==> src/rtl/huffman_ac_sched.sv <==
// AC symbol scheduler: drives a 2-edge-latency AC encoder one scan position at a
// time and emits coefficient/ZRL/EOB symbols. Define HUFF_AC_SCHED_SYMCNT_EN to add sym_count.
module huffman_ac_sched (
  input  logic         clk,
  input  logic         rst,
  input  logic         blk_valid,
  output logic         blk_ready,
  input  logic [511:0] blk_matrix,
  input  logic         blk_is_lum,
  output logic [511:0] enc_matrix,
  output logic [7:0]   enc_start_pix,
  output logic         enc_is_lum,
  input  logic [35:0]  enc_out,
  output logic         sym_valid,
  input  logic         sym_ready,
  output logic [1:0]   sym_type,
  output logic [3:0]   sym_run,
  output logic [7:0]   sym_value,
  output logic         sym_last,
  output logic         sym_is_lum
`ifdef HUFF_AC_SCHED_SYMCNT_EN
  ,
  output logic [6:0]   sym_count
`endif
);

  typedef enum logic [2:0] {IDLE, ISSUE, WAIT, CAPT, EMIT} state_t;
  typedef enum logic [1:0] {SYM_COEF = 2'b00, SYM_ZRL = 2'b01, SYM_EOB = 2'b10} sym_type_t;

  state_t       state_q, state_d;
  logic [511:0] mat_q, mat_d;
  logic         is_lum_q, is_lum_d;
  logic [7:0]   start_q, start_d;
  logic [7:0]   next_q, next_d;
  sym_type_t    type_q, type_d;
  logic [3:0]   run_q, run_d;
  logic [7:0]   value_q, value_d;
  logic         last_q, last_d;

  logic         coef_flag;
  logic [7:0]   enc_tag;
  logic [7:0]   enc_value;
  logic [3:0]   enc_run;
  logic [7:0]   coef_next;
  logic [7:0]   zrl_next;
  logic         unused_enc_bits;

  assign coef_flag       = enc_out[20];
  assign enc_tag         = enc_out[19:12];
  assign enc_value       = enc_out[11:4];
  assign enc_run         = enc_out[3:0];
  assign unused_enc_bits = ^enc_out[35:21];

  assign coef_next = start_q + {4'd0, enc_run} + 8'd1;
  assign zrl_next  = start_q + 8'd16;

  always_comb begin
    state_d  = state_q;
    mat_d    = mat_q;
    is_lum_d = is_lum_q;
    start_d  = start_q;
    next_d   = next_q;
    type_d   = type_q;
    run_d    = run_q;
    value_d  = value_q;
    last_d   = last_q;
    unique case (state_q)
      IDLE: begin
        if (blk_valid) begin
          mat_d    = blk_matrix;
          is_lum_d = blk_is_lum;
          start_d  = 8'd1;
          state_d  = ISSUE;
        end
      end
      ISSUE: state_d = WAIT;
      WAIT:  state_d = CAPT;
      CAPT: begin
        state_d = EMIT;
        // A ZRL that would run past index 63 closes the block as an EOB.
        if (coef_flag) begin
          type_d  = SYM_COEF;
          run_d   = enc_run;
          value_d = enc_value;
          next_d  = coef_next;
          last_d  = (coef_next >= 8'd64);
        end else if (enc_tag == 8'h02 && start_q != 8'd2 && zrl_next < 8'd64) begin
          type_d  = SYM_ZRL;
          run_d   = '0;
          value_d = '0;
          next_d  = zrl_next;
          last_d  = 1'b0;
        end else begin
          type_d  = SYM_EOB;
          run_d   = '0;
          value_d = '0;
          next_d  = start_q;
          last_d  = 1'b1;
        end
      end
      EMIT: begin
        if (sym_ready) begin
          if (last_q) begin
            state_d = IDLE;
          end else begin
            start_d = next_q;
            state_d = ISSUE;
          end
        end
      end
      default: state_d = IDLE;
    endcase
  end

  always_ff @(posedge clk or posedge rst) begin
    if (rst) begin
      state_q  <= IDLE;
      mat_q    <= '0;
      is_lum_q <= 1'b0;
      start_q  <= '0;
      next_q   <= '0;
      type_q   <= SYM_COEF;
      run_q    <= '0;
      value_q  <= '0;
      last_q   <= 1'b0;
    end else begin
      state_q  <= state_d;
      mat_q    <= mat_d;
      is_lum_q <= is_lum_d;
      start_q  <= start_d;
      next_q   <= next_d;
      type_q   <= type_d;
      run_q    <= run_d;
      value_q  <= value_d;
      last_q   <= last_d;
    end
  end

  assign blk_ready     = (state_q == IDLE);
  assign enc_matrix    = mat_q;
  assign enc_start_pix = start_q;
  assign enc_is_lum    = is_lum_q;
  assign sym_valid     = (state_q == EMIT);
  assign sym_type      = type_q;
  assign sym_run       = run_q;
  assign sym_value     = value_q;
  assign sym_last      = last_q;
  assign sym_is_lum    = is_lum_q;

`ifdef HUFF_AC_SCHED_SYMCNT_EN
  logic [6:0] sym_count_q, sym_count_d;

  always_comb begin
    sym_count_d = sym_count_q;
    if (state_q == IDLE && blk_valid) begin
      sym_count_d = '0;
    end else if (state_q == EMIT && sym_ready) begin
      sym_count_d = sym_count_q + 7'd1;
    end
  end

  always_ff @(posedge clk or posedge rst) begin
    if (rst) begin
      sym_count_q <= '0;
    end else begin
      sym_count_q <= sym_count_d;
    end
  end

  assign sym_count = sym_count_q;
`endif

endmodule

==> config.mk <==
export PLATFORM = sky130hd
export DESIGN_NAME = huffman_ac_sched
export DESIGN_NICKNAME = d
export VERILOG_FILES = /design/src/rtl/huffman_ac_sched.sv
export SDC_FILE = /design/constraint.sdc
export NUM_CORES = 1
export LEC_CHECK = 0
export ABC_AREA = 1
export BUFFER_PORTS_ARGS = -buffer_cell sky130_fd_sc_hd__clkbuf_2
export CORE_AREA = 3 3 422 424
export DETAILED_ROUTE_END_ITERATION = 16
export DIE_AREA = 0 0 425 427
export GPL_TIMING_DRIVEN = 0
export PLACE_DENSITY = 0.35
export SLEW_MARGIN = 20
export SYNTH_ARGS = -nofsm -noshare
export SYNTH_HDL_FRONTEND = slang
export SYNTH_SLANG_ARGS = --single-unit
==> constraint.sdc <==
create_clock -name clk -period 20.3 [get_ports clk]
set_clock_uncertainty 0.1 [all_clocks]
set_input_delay 3.045 -clock clk [delete_from_list [all_inputs] [get_ports clk]]
set_output_delay 3.045 -clock clk [all_outputs]
set_load 0.05 [all_outputs]
==> flow_metrics.py <==
metrics = {
    "die": {
        "die_area_um2": 181000,
        "rows": 153,
        "dieWidth_um": 425,
        "coreArea_um2": 174000,
        "die_y_um": 427,
        "ios": 1092,
        "start_util_pct": 13.0,
    },
    "sta": {
        "period_minus_slack_ps": 5040,
        "fin_crit_sh_pct": 24.8,
        "rsz0062_at_grt": "false",
        "relSlewSlack_pct": 58.8,
        "finalHoldWorstSlack_ps": 377,
        "finalSetupViolations": 0,
        "hold_viol": 0,
        "report.final.slew_viol_count": 0,
        "worst_pin_slew_ps": 618,
        "fmax_mhz": 198,
    },
    "synth": {
        "synth_edf_count": 0,
        "ys_ff_latch": 547,
        "syn_inst": 1327,
        "avgSynthCellArea_um2": 17.1,
        "async_flop_share_pct": 100,
        "ys.flop_type": "dfrtp_1",
        "ys_warn_count": 0,
        "synthDominantCellAreaShare_pct": 60.4,
        "yosysTopAreaCell": "dfrtp_1",
        "synth_cell_types": 29,
        "syn_nets": 1887,
        "synthMostInstantiatedCell": "dfrtp_1",
        "yosys-top-cells-area": "dfrtp_1, mux2_4, buf_6, mux2_1, mux2_2",
        "synthesis.area_um2": 22700,
        "ys_seq_area_share_pct": 60.4,
        "netlist_top_cells_count": "dfrtp_1, mux2_4, nand2_1",
    },
    "routing": {
        "routed_wl_um": 115000,
        "drtIter0Drc": 610,
        "drtAntennaViolNets": 0,
        "drc": 0,
        "num_vias": 15500,
        "wire_per_inst_um": 23.6,
        "viasPerCell": 3.18,
        "first_pass_iters": 6,
    },
    "grt": {
        "gr-total-overflow": 0,
        "antenna_found_initial": 40,
        "grt_first_pass_wirelength_um": 151000,
        "grt_start_max_net_pins": 90,
        "track_usage_pct": 12.2,
        "grt_pass1_vias": 16600,
    },
    "clock_network": {
        "clockBufferDepth": 3,
        "cts_setup_buffers": 0,
        "cts_made_buffers": 73,
        "clock-sinks": 547,
        "cts_resized": 0,
        "cts-root-buf": "clkbuf_16",
        "cts_tree": "yes",
        "clk_latency_ps": 670,
        "clkTransAtPathRegs_ps": 60,
        "holdBufCountCts": 0,
        "htreeDepth": 3,
    },
    "critical_path": {
        "crit_buf_inv": 2,
        "slowest_delay_ps": 440,
        "critPathRequiredTime_ps": 17150,
        "slowest_stage": "dfrtp_1",
        "crit_family": "buffers and inverters",
        "crit_fanout": 9,
        "critical_path.startpoint_type": "flip-flop",
        "crit_type": "reg -> out",
        "cp-end-kind": "primary output",
        "worstPathArrival_ps": 1890,
        "cp_cell_sequence": "inv_2, nor2_4, clkbuf_2",
    },
    "run_status": {
        "status": "finished, final reports clean",
    },
    "hold_path": {
        "hold_class": "reg -> reg",
    },
    "placement": {
        "io_buffers": 1076,
        "place.gp.congestion": 0.811,
        "place_hpwl_um": 94200,
        "place_area_um2": 31100,
    },
    "cells_and_area": {
        "fin_nets": 3044,
        "final_cell_area_um2": 33600,
        "drive_above_1_share_pct": 68.0,
        "area_growth_pct": 48.3,
        "num-fill-cells": 19200,
    },
    "pwr": {
        "ir_worst_vdd_v": 0.0000933,
        "p_leak_nw": 17.5,
        "cellPowerDensity_nw_per_um2": 226,
    },
    "run": {
        "max_cap_violations": 0,
    },
}
-- worst register-to-register path: cells and delay by family (launching register included) --
family                 cells  cell delay [ps]
multiplexers               1              430
AND/OR/NAND/NOR            3              480
buffers and inverters      2              660
flip-flops                 1              350
-- registers in the layout, summed over array words and instances, names as in the netlist --
signal,flops
enc_matrix,512
enc_start_pix,8
next_q,8
sym_value,8
sym_run,4
state_q,3
sym_type,2
enc_is_lum,1
sym_last,1
-- stage by stage --
| stage | TNS [ps] | total power, W | worst slack (ps) | utilization, % | instances |
|---|---|---|---|---|---|
| after floorplan | 0 | 0.00509 | 1860 | - | 1327 |
| after global placement | -4039530 | 0.00633 | -7570 | 17.8 | 4728 |
| after detailed placement | 0 | 0.00632 | 15260 | 17.9 | 4734 |
| after CTS | 0 | 0.00774 | 15120 | 19.3 | 4863 |
| after global routing | 0 | 0.00795 | 15140 | 19.3 | 4873 |
| final | 0 | 0.00759 | 15260 | 19.3 | 4878 |
-- area by class of cell --
cell class	count	area (µm²)	share of cell area (%)
Antenna cell	15	37.5	0.112
Sequential cell	547	13700	40.7
Timing Repair Buffer	1082	5550	16.5
Clock inverter	17	236	0.703
Clock buffer	112	2210	6.56
Buffer	64	641	1.91
Inverter	29	116	0.346
Multi-Input combinational cell	687	8230	24.5
Tap cell	2325	2910	8.65
-- cells in the final DEF (no fill, tap or decap), types with 5 or more instances in the layout --
cell | netlist | routed
inv_1 | 25 | 24
mux2_2 | 43 | 43
mux2_1 | 47 | 47
mux2_4 | 423 | 423
buf_6 | 52 | 52
clkbuf_16 | 0 | 75
nand3_1 | 31 | 31
nand2_1 | 77 | 77
clkinv_2 | 0 | 6
clkbuf_8 | 0 | 19
a21oi_1 | 5 | 5
buf_16 | 0 | 6
clkbuf_2 | 0 | 1076
ha_1 | 6 | 6
diode_2 | 0 | 15
nor2_1 | 19 | 19
o21ai_1 | 8 | 8
buf_2 | 5 | 5
clkbuf_1 | 6 | 24
o21ai_0 | 7 | 7
dfrtp_1 | 547 | 547
-- power by group --
group	total, W	switching [W]	internal (W)
clock	0.00134	0.000544	0.000801
sequential	0.00202	0.000365	0.00165
combinational	0.00423	0.00293	0.00130
-- cell families (layout without fill, tap and decap cells) --
logic type | Yosys count | in the layout | share of synthesized area [%]
xor gates and xnor gates | 2 | 2 | 0.0773
and+or+nand+nor | 137 | 137 | 2.63
muxes | 513 | 513 | 32.5
DFF | 547 | 547 | 60.4
buffers and inverters | 93 | 1304 | 3.31
adders and majority gates | 7 | 7 | 0.419
other | 0 | 15 | 0
AOI/OAI and AO/OA | 28 | 28 | 0.695
-- path summary, 6_finish.rpt --
path                                     startpoint                          end  slack, ps  depth (start not counted)
min in group asynchronous                       rst  enc_matrix[111]$_DFFE_PP0P_       2270                          2
min                        sym_value[3]$_DFFE_PP0P_     sym_value[3]$_DFFE_PP0P_        380                          2
max in group asynchronous                       rst  enc_matrix[430]$_DFFE_PP0P_      16000                          5
max reg2reg                  state_q[0]$_DFFE_PP0P_  enc_matrix[138]$_DFFE_PP0P_      18170                          6
max                          state_q[2]$_DFFE_PP0P_                    sym_valid      15260                          3
min reg2reg                sym_value[3]$_DFFE_PP0P_     sym_value[3]$_DFFE_PP0P_        380                          2
-- per-layer routing --
| metal | global-route usage, % | up-vias | wire length, µm | part of all wire [%] |
|---|---|---|---|---|
| met5 | 0 | - | 0 | 0 |
| met4 | 3.57 | 0 | 2380 | 2.1 |
| met3 | 4.60 | 138 | 10300 | 8.9 |
| met2 | 20.3 | 565 | 57200 | 50 |
| met1 | 14.5 | 7855 | 45200 | 39 |
| li1 | - | 6943 | - | - |
Note: power is estimated with default switching activity, not from simulation.
